**src/rtl/regfile16_flags_pkg.sv**
```systemverilog
// Shared nand2cpu datapath definitions: widths, flag bit positions and alu16 opcodes.
// The register file, the flag register and the benches all import these.
package regfile16_flags_pkg;

  localparam int WIDTH = 16;
  localparam int AW    = 3;
  localparam int NREGS = 1 << AW;

  // Bit positions of C/Z/N inside a packed flag word
  localparam int FLAG_C = 0;
  localparam int FLAG_Z = 1;
  localparam int FLAG_N = 2;

  typedef enum logic [2:0] {
    OP_ADD  = 3'b000,
    OP_SUB  = 3'b001,
    OP_AND  = 3'b010,
    OP_OR   = 3'b011,
    OP_XOR  = 3'b100,
    OP_SHL  = 3'b101,
    OP_SHR  = 3'b110,
    OP_PASS = 3'b111
  } alu_op_e;

endpackage

```
**src/rtl/regfile16_flags_flags_reg.sv**
```systemverilog
// Status-flag register (C, Z, N) loaded from the alu16 result bus.
// Loads whenever flags_we is high, regardless of whether the result is written back.
module flags_reg16
  import regfile16_flags_pkg::*;
(
  input  logic             clk,
  input  logic             rst,
  input  logic             flags_we,
  input  logic             cout_in,
  input  logic [WIDTH-1:0] wr_data,
  output logic             carry_q,
  output logic             zero_q,
  output logic             neg_q
);

  logic [2:0] flags;
  logic [2:0] flags_next;

  always_comb begin
    flags_next         = '0;
    flags_next[FLAG_C] = cout_in;
    flags_next[FLAG_Z] = (wr_data == '0);
    flags_next[FLAG_N] = wr_data[WIDTH-1];
  end

  // NOTE: sequential state uses non-blocking assignments so every flop samples pre-edge values.
  always_ff @(posedge clk or posedge rst) begin
    if (rst)           flags <= '0;
    else if (flags_we) flags <= flags_next;
  end

  assign carry_q = flags[FLAG_C];
  assign zero_q  = flags[FLAG_Z];
  assign neg_q   = flags[FLAG_N];

endmodule

```
**src/rtl/regfile16_flags.sv**
```systemverilog
// Operand register file (R0 hardwired to zero) plus C/Z/N flags for the nand2cpu datapath.
// Two combinational read ports feed alu16; its result and carry are written back on the clock edge.
module regfile16_flags
  import regfile16_flags_pkg::*;
(
  input  logic             clk,
  input  logic             rst,
  input  logic [AW-1:0]    ra_addr,
  input  logic [AW-1:0]    rb_addr,
  output logic [WIDTH-1:0] ra_data,
  output logic [WIDTH-1:0] rb_data,
  input  logic             we,
  input  logic [AW-1:0]    wr_addr,
  input  logic [WIDTH-1:0] wr_data,
  input  logic             flags_we,
  input  logic             cout_in,
  output logic             carry_q,
  output logic             zero_q,
  output logic             neg_q
);

  // Storage for R1..R(NREGS-1); R0 is a constant and has no flops
  logic [WIDTH-1:0] regs [1:NREGS-1];

  // NOTE: the array is reset because software relies on every register reading 0 after reset;
  // NOTE: a plain RAM without reset would be cheaper but would break that guarantee.
  always_ff @(posedge clk or posedge rst) begin
    if (rst)                        regs <= '{default: '0};
    else if (we && wr_addr != '0)   regs[wr_addr] <= wr_data;
  end

  // Reads see the stored value only; no write bypass, so the ALU loop stays acyclic.
  // NOTE: defaults come first in always_comb so no path leaves an output unassigned (no latch).
  always_comb begin
    ra_data = '0;
    rb_data = '0;
    if (ra_addr != '0) ra_data = regs[ra_addr];
    if (rb_addr != '0) rb_data = regs[rb_addr];
  end

  flags_reg16 u_flags (
    .clk      (clk),
    .rst      (rst),
    .flags_we (flags_we),
    .cout_in  (cout_in),
    .wr_data  (wr_data),
    .carry_q  (carry_q),
    .zero_q   (zero_q),
    .neg_q    (neg_q)
  );

endmodule
```
**config.mk**
```make
export PLATFORM = sky130hd
export DESIGN_NAME = regfile16_flags
export DESIGN_NICKNAME = d
export VERILOG_FILES = /design/src/rtl/regfile16_flags_pkg.sv /design/src/rtl/regfile16_flags_flags_reg.sv /design/src/rtl/regfile16_flags.sv
export SDC_FILE = /design/constraint.sdc
export NUM_CORES = 1
export LEC_CHECK = 0
export BUFFER_PORTS_ARGS = -buffer_cell sky130_fd_sc_hd__buf_2
export CAP_MARGIN = 5
export CORE_ASPECT_RATIO = 0.6
export CORE_MARGIN = 5
export CORE_UTILIZATION = 40
export DETAILED_ROUTE_END_ITERATION = 16
export PLACE_DENSITY_LB_ADDON = 0.3
export SLEW_MARGIN = 25
export SYNTH_ARGS = -nofsm -noshare
export SYNTH_HDL_FRONTEND = slang
export SYNTH_HIERARCHICAL = 1
export SYNTH_SLANG_ARGS = --single-unit
```
**constraint.sdc**
```tcl
create_clock -name clk -period 3.5 [get_ports clk]
set_input_delay 0.175 -clock clk [delete_from_list [all_inputs] [get_ports clk]]
set_output_delay 0.175 -clock clk [all_outputs]
set_load 0.02 [all_outputs]
```
# == Word level (Yosys, flattened, before mapping) ==
# Cells that the tools add are included.
# W data, S select, Z words.
# classes
reduce_logical,6
multipliers,0
n_lt_le_gt_ge,4
shifts,0
addsub,0
n_eq_ne,0
bitwise_logic,3
n_mux,11
n_div,0
# ops
cell,n
$bwmux W112,1
$mux W16,7
$bmux W16 S3,2
$demux W16 S3,1
$logic_not A16 Y1,1
$ge A4 B4 Y1 const B,3
$not A3 Y4,3
$reduce_bool A3 Y1,3
$lt A4 B1 Y1 const B,1
$logic_and A1 B1 Y1,2
# totals
memories,0
ramBits,0
latch_bits,0
elab_cells,32
romBits,0
register_bits,115
out_inout_bits,35

# == Depth between registers and ports, before layout ==
# Gate-level depths: netlist (run 1).
# depth
ltp_word,6
depth_mapped,6
ltp_nobuf,3

# == Cells and area by module ==
# The synthesis (run 1) kept the hierarchy.
# modules_own_cells
module,n_inst,area_each_um2,cells_each,seq_area_each_um2
regfile16_flags,1,6279.8,446,2802.7
flags_reg16,1,147.6,14,75.1

# == Worst setup path before layout (run 1) ==
# Ideal clock, no wire load.
# synth_timing
path_type,input-to-output
from,input port ra_addr[2]
to,output port ra_data[0]
path_buffers,3
path_stages,5
slack_ns,1.924
required_ns,3.325
t_arrival_ns,1.401
cell_sequence,buf_2 -> nor2b_1 -> buf_1 -> buf_2 -> a221oi_1
# synth_between
elab_chain_len,5
word_cells_on_any_way,6
cone_classes,mux: 4; bitwise: 1; reduce/logical: 1
# synth_rtl
element,line,source
start: declaration,regfile16_flags.sv:8,"input logic [AW-1:0] ra_addr,"
$not A3 Y4 (implied by the code),regfile16_flags.sv:37,if (ra_addr != '0) ra_data = regs[ra_addr];
$bmux W16 S3,regfile16_flags.sv:37,
$mux W16 (implied by the code) (2 in series),regfile16_flags.sv:37,
$mux W16 (*),regfile16_flags.sv:37,
end: declaration,regfile16_flags.sv:10,"output logic [WIDTH-1:0] ra_data,"
# Every way passes the cells marked *; elsewhere a longest branch is shown, timed or not. The select of a mux whose other input is x is not followed.

# == Worst setup path in the final report (run 1) ==
# layout_timing
from,input port rb_addr[1]
to,output port rb_data[13]
# layout_between
elab_chain_len,5
word_cells_on_any_way,6
cone_classes,mux: 4; bitwise: 1; reduce/logical: 1
# layout_rtl
element,line,source
start: declaration,regfile16_flags.sv:9,"input logic [AW-1:0] rb_addr,"
$not A3 Y4 (implied by the code),regfile16_flags.sv:38,if (rb_addr != '0) rb_data = regs[rb_addr];
$bmux W16 S3,regfile16_flags.sv:38,
$mux W16 (implied by the code) (2 in series),regfile16_flags.sv:38,
$mux W16 (*),regfile16_flags.sv:38,
end: declaration,regfile16_flags.sv:11,"output logic [WIDTH-1:0] rb_data,"
# Marks and branches as above.

==> run_results.csv, run 1 <==
group,metric,value,unit
critical_path,worst_ep_required_time,3320,ps
pwr,vdd_drop_max,0.000314,V
cts,cts_buffer_depth,2,
critical_path,critPathLaunchType,"input pin",
grt,globalRouteTotalUtil,19.0,%
critical_path,worstPathArrival,2160,ps
sta,rsz0062_at_grt,"false",
pwr,combPwrFrac,21.7,%
run_status,status,"finished, final reports clean",
routing,wirelength,17.7,mm
routing,wire_per_inst,24.2,um
routing,via_per_inst,5.90,
logic_synthesis,synth.yosys.seq_area_share,44.8,%
pwr,p_leak,3.28,nW
cts,insertion_delay,400,ps
cts,cts_max_level,4,
critical_path,reg2reg_slack,2680,ps
layout,areaGrowthSynthToFinish,15.1,%
routing,drt_first_pass_iters,5,
cts,postCtsHoldBufs,2,
die,dieWidth,174,um
layout,diodes,0,
critical_path,end_kind,"output port",
die,die_area,18800,sq um
cts,cts_root_buf,"clkbuf_16",
hold_path,hold_path_class,"input pin to flip-flop",
layout,multi_input_area,3190,sq um
cts,cts_tree,"done",
sta,drv_slew,0,
logic_synthesis,synth_nets,490,
run,max_cap_viol_count,0,
critical_path,reg2reg_to,"regs[97]",
cts,cts-resized-gates,0,
pwr,p_sw,0.00134,W
die,fp.dieH,108,um
layout,area.sequential,2880,sq um
critical_path,critical_path_class,"input pin to output port",
layout,drive_above_1_share,50.8,%
pwr,swShare,28.5,%
die,placement_rows,35,
grt,grt_pass1_vias,4578,
grt,grt_remaining_overflow,0,
logic_synthesis,synth-main-ff-cell,"dfrtp_1",
cts,cts_buffers,17,
logic_synthesis,synthesis.area,6430,sq um
sta,tightest_slew,1020,ps
logic_synthesis,synth_top_area_share,44.8,%
sta,finalClockSkew,0,ps
die,start_util,41.3,%
logic_synthesis,synthTopCellsByArea,"dfrtp_1 (45%), mux2_2 (22%), mux2i_1 (10%)",
logic_synthesis,yosysUniqueCellTypes,33,
cts,cts_num_sinks,115,
die,ioPinCount,65,
logic_synthesis,avgSynthCellArea,14.0,sq um
logic_synthesis,yosysMostFrequentCell,"mux2_2",
routing,vias,4299,
place,gp_congestion,0.764,
cts,clk_pin_slew,60,ps
place,io_buffers,64,
cts,cts_setup_buffers,0,
layout,fillers,1357,
critical_path,reg2reg_from,"regs[97]",
pwr,power_density,636,nW/um^2
routing,drc,0,
pwr,seqPwrFrac,39.2,%
logic_synthesis,synth_edf_count,0,
pwr,intPower,0.00336,W
layout,fin_nets,543,
grt,antenna_found_initial,0,
routing,antenna_left,0,
sta,hold_viol,0,
critical_path,crit_fanout,15,
logic_synthesis,ys_seq_elements,115,
sta,slew_headroom,32.0,%
sta,period_share,66.9,%
critical_path,cp-endpoint,"rb_data[13]",
critical_path,critPathLaunch,"rb_addr[1]",
logic_synthesis,ys_warn_count,6,
logic_synthesis,synthArstFlopShare,100,%
layout,stdcell_count,729,
die,coreArea,15500,sq um
place,dp_cells,695,
grt,grt_start_max_net_pins,69,
critical_path,worstRegToRegCells,1,
logic_synthesis,syn_inst,460,
routing,drt-initial-drc-count,234,
logic_synthesis,ys_top_cells_by_count,"mux2_2 (125), dfrtp_1 (115), mux2i_1 (64), a221oi_1 (56), mux2_4 (20)",
place,pre_cts_ws,1240,ps
place,place_hpwl,11.5,mm
sta,setup_viol,0,
sta,finalSetupTns,0,ps
sta,fmax,427,MHz
logic_synthesis,synth_top_cell_by_area,"dfrtp_1",
sta,worst_slack,1160,ps
pwr,power_frac_clock,39.1,%
grt,grt_pass1_wl,27.4,mm
sta,fin_crit,2340,ps
-- power by group through the flow --
stage	Clock (W)	Sequential [W]	Combinational, W
floorplan	0	0.00179	0.000798
global placement	0	0.00183	0.000995
detailed placement	0	0.00186	0.00102
CTS	0.00187	0.00184	0.00103
global route	0.00194	0.00188	0.00111
finish	0.00184	0.00184	0.00102
-- how the worst min path moves through the flow --
stage | from | slack, ps | cells past startpoint | to
after floorplan | rst | -70 | 1 | u_flags/flags[0]
after global placement | rst | 70 | 2 | u_flags/flags[0]
after detailed placement | rst | 80 | 2 | u_flags/flags[2]
after CTS | flags_we | 3 | 2 | u_flags/flags[1]
after global routing | flags_we | 10 | 2 | u_flags/flags[1]
final | flags_we | 20 | 2 | u_flags/flags[1]
-- per-layer routing --
layer | vias to the layer above | routed length (um) | share of wire, % | track usage [%]
met3 | 17 | 1210 | 6.8 | 6.18
met4 | 0 | 278 | 1.6 | 5.48
met1 | 2223 | 8870 | 50 | 27.6
li1 | 1912 | - | - | -
met2 | 147 | 7300 | 41 | 27.0
met5 | - | 0 | 0 | 0
-- sequential cells by signal, summed over array words and instances (netlist names) --
| name | cells |
|---|---|
| u_flags/flags | 3 |
| regs | 112 |
-- layout by cell type (no fill, tap or decap), types with 2 or more instances in the layout --
cell type | synthesis | layout
mux2_2 | 125 | 125
dfrtp_1 | 115 | 115
mux2i_1 | 64 | 64
buf_2 | 13 | 64
a221oi_1 | 56 | 56
mux2_4 | 20 | 20
clkbuf_16 | 0 | 17
buf_4 | 7 | 10
a221oi_2 | 6 | 6
clkinvlp_4 | 0 | 6
bufinv_16 | 0 | 4
nand4b_4 | 3 | 3
inv_1 | 4 | 3
nor2b_1 | 3 | 3
nor4_1 | 3 | 3
and2_1 | 2 | 2
clkinv_2 | 0 | 2
dlygate4sd3_1 | 0 | 2
-- critical path, stage by stage --
cell and delay [ps]:
buf_2 330, nor2b_2 780, a221oi_1 220, a221oi_1 400, buf_2 250
-- logic make-up (layout without fill, tap and decap cells) --
group | count (synthesis) | in the layout | synth area share (%)
AOI/OAI and AO/OA | 66 | 66 | 9.44
muxes | 210 | 210 | 36.7
DFF | 115 | 115 | 44.8
and+or+nand+nor | 22 | 22 | 3.50
buffers and inverters | 47 | 113 | 5.57
-- area by class of cell --
| type | count | share of cell area [%] |
|---|---|---|
| inverters | 4 | 0.237 |
| flip-flops and latches | 115 | 38.9 |
| repair buffers | 77 | 5.82 |
| clock buffers | 19 | 5.99 |
| multi-input cells | 298 | 43.1 |
| well taps | 203 | 3.43 |
| clock inverters | 13 | 2.49 |
-- per-stage QoR --
step           total power, W  utilization (%)  hold WS, ps  area, sq um
2_1_floorplan         0.00259                -        -71.4         6430
4_1_cts               0.00473             47.6         2.54         7400
6_report              0.00471             47.6         20.3         7400
3_3_place_gp          0.00283             43.3         70.6         6740
5_1_grt               0.00492             47.6         9.96         7400
3_5_place_dp          0.00288             43.4         77.3         6750
Note: power is estimated with default switching activity, not from simulation.
==> inputs of run 2 (changes only) <==
Clock period 3.5 ns to 2 ns, I/O delays scaled along.
==> run 2 against run 1 <==
  * Routed wire length up 1.6%
  * Cell count up 3.3%
  * Clock power up 75%
  * Global-route usage up 0.59 points
  * Combinational power up 80%
  * Largest power group unchanged
  * Register-to-register slack worse by 2000 ps
  * Utilization up 1.5 points
  * Critical endpoint is now rb_data[9]
  * Clock skew unchanged
==> run_results.csv, run 2 (synthesis results as in run 1) <==
group,metric,value,unit
run_status,status,"finished, final reports clean",
cts,insertion_delay,410,ps
cts,cts_root_buf,"clkbuf_16",
layout,diodes,0,
cts,cts_buffers,17,
die,coreArea,15500,sq um
layout,multi_input_area,3210,sq um
critical_path,worstRegToRegCells,2,
critical_path,critPathLaunchType,"flip-flop",
pwr,vdd_drop_max,0.000579,V
routing,antenna_left,0,
pwr,p_leak,3.43,nW
hold_path,worst_hold_path.num_cells,2,
routing,wire_per_inst,23.8,um
routing,drt_first_pass_iters,5,
cts,cts_buffer_depth,2,
pwr,p_sw,0.00249,W
layout,layout_commonest_cell,"mux2_2",
pwr,seqPwrFrac,39.1,%
layout,areaGrowthSynthToFinish,18.7,%
place,gp_congestion,0.805,
critical_path,worst_ep_required_time,1900,ps
sta,fin_crit,1920,ps
critical_path,reg2reg_from,"u_flags/flags[0]",
routing,vias,4487,
routing,wirelength,17.9,mm
place,place_hpwl,12.1,mm
grt,antenna_found_initial,0,
routing,drt-initial-drc-count,393,
run,max_cap_viol_count,0,
layout,final_cell_mix,"mux2_2 (125), dfrtp_1 (115), mux2i_1 (64), buf_2 (64), a221oi_1 (53)",
sta,finalSetupTns,0,ps
die,placement_rows,35,
grt,grt_remaining_overflow,0,
critical_path,reg2reg_to,"u_flags/flags[0]",
pwr,power_density,1090,nW/um^2
pwr,total_power,0.00830,W
pwr,combPwrFrac,22.2,%
die,ioPinCount,65,
routing,drc,0,
pwr,intPower,0.00581,W
critical_path,critical_path_class,"flip-flop to output port",
grt,grt_pass1_vias,4815,
layout,regMostFlops,"regs",
cts,cts_max_level,4,
pwr,swShare,30.0,%
routing,via_per_inst,5.96,
sta,drv_slew,0,
critical_path,crit_fanout,3,
sta,fmax,520,MHz
sta,slew_headroom,34.9,%
die,start_util,41.3,%
sta,period_share,96.2,%
hold_path,hp-start,"wr_data[10]",
sta,setup_viol,0,
grt,grt_start_max_net_pins,34,
place,io_buffers,64,
grt,globalRouteTotalUtil,19.6,%
pwr,power_frac_clock,38.7,%
hold_path,min_to,"regs[58]",
cts,clk_pin_slew,60,ps
grt,grt_pass1_wl,28.0,mm
layout,largest_reg_flops,112,
layout,area.sequential,2880,sq um
sta,rsz0062_at_grt,"false",
layout,fin_nets,567,
critical_path,worstPathArrival,1820,ps
cts,cts_num_sinks,115,
critical_path,end_kind,"output port",
layout,reg_top3,"regs: 112 flops, u_flags/flags: 3 flops",
sta,hold_viol,0,
sta,tightest_slew,977,ps
layout,fillers,1339,
die,dieWidth,174,um
die,die_area,18800,sq um
cts,cts_tree,"done",
die,fp.dieH,108,um
hold_path,hold_path_class,"input pin to flip-flop",
critical_path,reg2reg_slack,700,ps
sta,finalClockSkew,0,ps
layout,drive_above_1_share,53.1,%
[run 2: cell types whose count changed in the layout (fill, tap and decap cells not counted), moves of 2 or more]
cell,previous run,this run
a221oi_1,56,53
clkinv_4,1,4
clkinvlp_4,6,2
dlygate4sd3_1,2,4
buf_4,10,30
clkinv_2,2,0
inv_6,0,6
buf_12,0,3
a221oi_2,6,9
[run 2: timing repair]
action	4_1_cts	5_1_grt
buffers inserted	0	0
gates resized for setup	0	3
endpoints found under the setup margin	0	3
hold buffers	4	0
endpoints found under the hold margin	31	0
[run 2: power groups by stage]
stage               Clock (W)  Sequential [W]  Combinational (W)
floorplan                   0         0.00314            0.00140
global placement            0         0.00322            0.00177
detailed placement          0         0.00325            0.00183
CTS                   0.00327         0.00322            0.00184
global route          0.00338         0.00330            0.00199
finish                0.00322         0.00324            0.00184
[run 2: worst max-delay path by stage]
stage               startpoint          end  slack (ps)
floorplan                  rst      regs[0]         540
global placement    ra_addr[1]  ra_data[14]         340
detailed placement  rb_addr[1]   rb_data[1]         310
CTS                   regs[73]   ra_data[9]          80
global route          regs[73]   rb_data[9]          30
finish                regs[73]   rb_data[9]          80
[run 2: metal layers]
layer | vias up | global-route usage [%] | part of all wire, %
li1 | 1966 | - | -
met1 | 2327 | 27.6 | 48
met2 | 170 | 29.1 | 44
met3 | 24 | 6.04 | 6.8
met4 | 0 | 5.87 | 1.3
met5 | - | 0 | 0
[run 2: final cells by class]
| class | count | area share [%] |
|---|---|---|
| timing repair buffer | 101 | 8.46 |
| tap | 203 | 3.33 |
| clock inverter | 15 | 2.58 |
| multi-input combinational | 298 | 42.1 |
| sequential | 115 | 37.7 |
| inverter | 4 | 0.246 |
| clock buffer | 17 | 5.58 |
[run 2: stage by stage]
stage	setup slack [ps]	hold slack [ps]	std cells	cell area (sq um)	util, %
floorplan	543	-146	460	6430	-
global placement	336	-3.73	717	6950	44.7
detailed placement	308	1.49	717	6950	44.7
CTS	76.9	28.7	753	7610	48.9
global route	26.6	38.0	753	7630	49.1
finish	76.6	39.8	753	7630	49.1
[run 2: critical path, stage by stage (launching register included)]
cell,delay [ps]
dfrtp_1,400
mux2_2,270
a221oi_1,400
a221oi_1,110
buf_2,220
==> inputs of run 3 (changes only) <==
Clock period 2 ns to 1.6 ns, I/O delays scaled along.
==> run 3 against run 2 <==
  * Sequential share of layout area is 5.1 points lower
  * Global-route usage is 1.8 points higher
  * Hold slack worse by 18 ps
  * Combinational power is 77% higher
  * Design area is 16% higher
  * Critical path type unchanged
  * The flow now finishes with violations (setup timing)
  * Largest power group is now clock
  * Clock skew stayed put
  * Clock-buffer cell count is 3 higher
  * Cell count is 4.6% higher
  * Critical endpoint is now rb_data[7]
  * Die area stayed put
==> run_results.csv, run 3 (synthesis results as in run 1) <==
group,metric,value,unit
run_status,status,"complete, but fails checks",
run_status,violations,"setup timing",
sta,setup_viol,31,
sta,finalClockSkew,0,ps
critical_path,worstPathCellList,"mux2_4, a221oi_4, a221oi_2, buf_4",
routing,wirelength,19.6,mm
routing,wire_per_inst,24.9,um
layout,fin_nets,602,
routing,drt_first_pass_iters,4,
cts,cts_root_buf,"clkbuf_16",
die,placement_rows,35,
critical_path,cp_slowest_stage_delay,430,ps
critical_path,worst_ep_required_time,1520,ps
critical_path,critical_path_class,"flip-flop to output port",
sta,finalSetupTns,-2590,ps
routing,antenna_left,0,
layout,areaGrowthSynthToFinish,37.3,%
place,place_hpwl,12.5,mm
layout,largest_reg_flops,112,
place,gp_congestion,0.823,
die,coreArea,15500,sq um
pwr,p_leak,3.91,nW
grt,antenna_found_initial,0,
critical_path,crit_slowest_cell,"dfrtp_2",
die,dieWidth,174,um
place,io_buffers,64,
hold_path,hold_path_class,"input pin to flip-flop",
cts,insertion_delay,410,ps
cts,cts_buffer_depth,2,
critical_path,end_kind,"output port",
layout,regMostFlops,"regs",
place,pre_cts_ws,-27.9,ps
layout,final_cell_mix,"dfrtp_1 (114), mux2_2 (99), buf_4 (88)",
sta,fin_crit,1760,ps
sta,rsz0062_at_grt,"true",
layout,reg_top3,"regs: 112 flops, u_flags/flags: 3 flops",
die,ioPinCount,65,
grt,grt_pass1_vias,5049,
layout,layout_commonest_cell,"dfrtp_1",
sta,period_share,110,%
cts,clk_pin_slew,60,ps
grt,globalRouteTotalUtil,21.3,%
grt,grt_remaining_overflow,0,
cts,cts_buffers,17,
sta,worst_slack,-160,ps
layout,utilization,56.8,%
critical_path,worstPathArrival,1680,ps
layout,drive_above_1_share,65.5,%
layout,fin_area,8830,sq um
routing,vias,4577,
cts,cts_max_level,4,
critical_path,critPathLaunchType,"flip-flop",
sta,slew_headroom,42.6,%
critical_path,crit_fanout,3,
routing,via_per_inst,5.81,
pwr,vdd_drop_max,0.000621,V
cts,cts_tree,"done",
sta,hold_viol,0,
pwr,power_density,1320,nW/um^2
run,max_cap_viol_count,0,
cts,cts_num_sinks,115,
place,postPlaceCellArea,7130,sq um
sta,fmax,568,MHz
layout,diodes,0,
sta,tightest_slew,857,ps
layout,fillers,1206,
grt,grt_pass1_wl,30.7,mm
die,fp.dieH,108,um
grt,grt_start_max_net_pins,58,
die,die_area,18800,sq um
die,start_util,41.3,%
routing,drc,0,
sta,drv_slew,0,
routing,drt-initial-drc-count,306,
==> run 3: timing repair <==
action | in CTS | in global routing
hold buffers | 4 | 0
setup buffers | 15 | 7
hold endpoints to repair | 16 | 0
pin swaps | 24 | 23
endpoints found under the setup margin | 31 | 32
gates resized for setup | 110 | 32
==> run 3: critical path, delay by kind of cell (launching register included) <==
kind | cells | cell delay (ps)
buf+inv | 1 | 170
compound gates | 2 | 380
mux | 1 | 290
flops | 1 | 430
==> run 3: area by class of cell <==
type / count / area, sq um / area share [%]
repair buffers: 136 / 1040 / 11.8
flip-flops and latches: 115 / 2880 / 32.6
clock inverters: 12 / 204 / 2.31
inverters: 4 / 18.8 / 0.213
multi-input cells: 298 / 3970 / 45.0
well taps: 203 / 254 / 2.88
clock buffers: 20 / 457 / 5.17
==> run 3: power by group <==
| group | internal (W) | switching [W] | total, W |
|---|---|---|---|
| Sequential | 0.00355 | 0.000542 | 0.00409 |
| Combinational | 0.00175 | 0.00151 | 0.00325 |
| Clock | 0.00285 | 0.00142 | 0.00427 |
| Total | 0.00814 | 0.00347 | 0.0116 |
==> run 3: layer usage <==
metal	GRT usage, %	up-vias	wire length, um	part of all wire, %
met5	0	-	0	0
met4	6.15	0	204	1.0
met3	4.47	19	1000	5.1
met2	33.3	119	8830	45
met1	30.3	2401	9570	49
li1	-	2038	-	-
==> run 3: final timing paths <==
check,from,endpoint,slack (ps),cells past startpoint
worst max-delay path,regs[103],rb_data[7],-160,4
worst min-delay path,wr_data[13],regs[13],20,2
worst max register to register,u_flags/flags[0],u_flags/flags[0],290,2
worst min register to register,u_flags/flags[2],u_flags/flags[2],500,1
max in group asynchronous,rst,regs[103],770,4
min in group asynchronous,rst,u_flags/flags[2],110,3
==> run 3: stage by stage <==
stage | total power, W | hold slack, ps | instances
2_1_floorplan | 0.00566 | -166 | 460
3_3_place_gp | 0.00628 | -25.0 | 732
3_5_place_dp | 0.00640 | -14.2 | 732
4_1_cts | 0.0114 | 10.3 | 783
5_1_grt | 0.0121 | 18.7 | 788
6_report | 0.0116 | 21.9 | 788
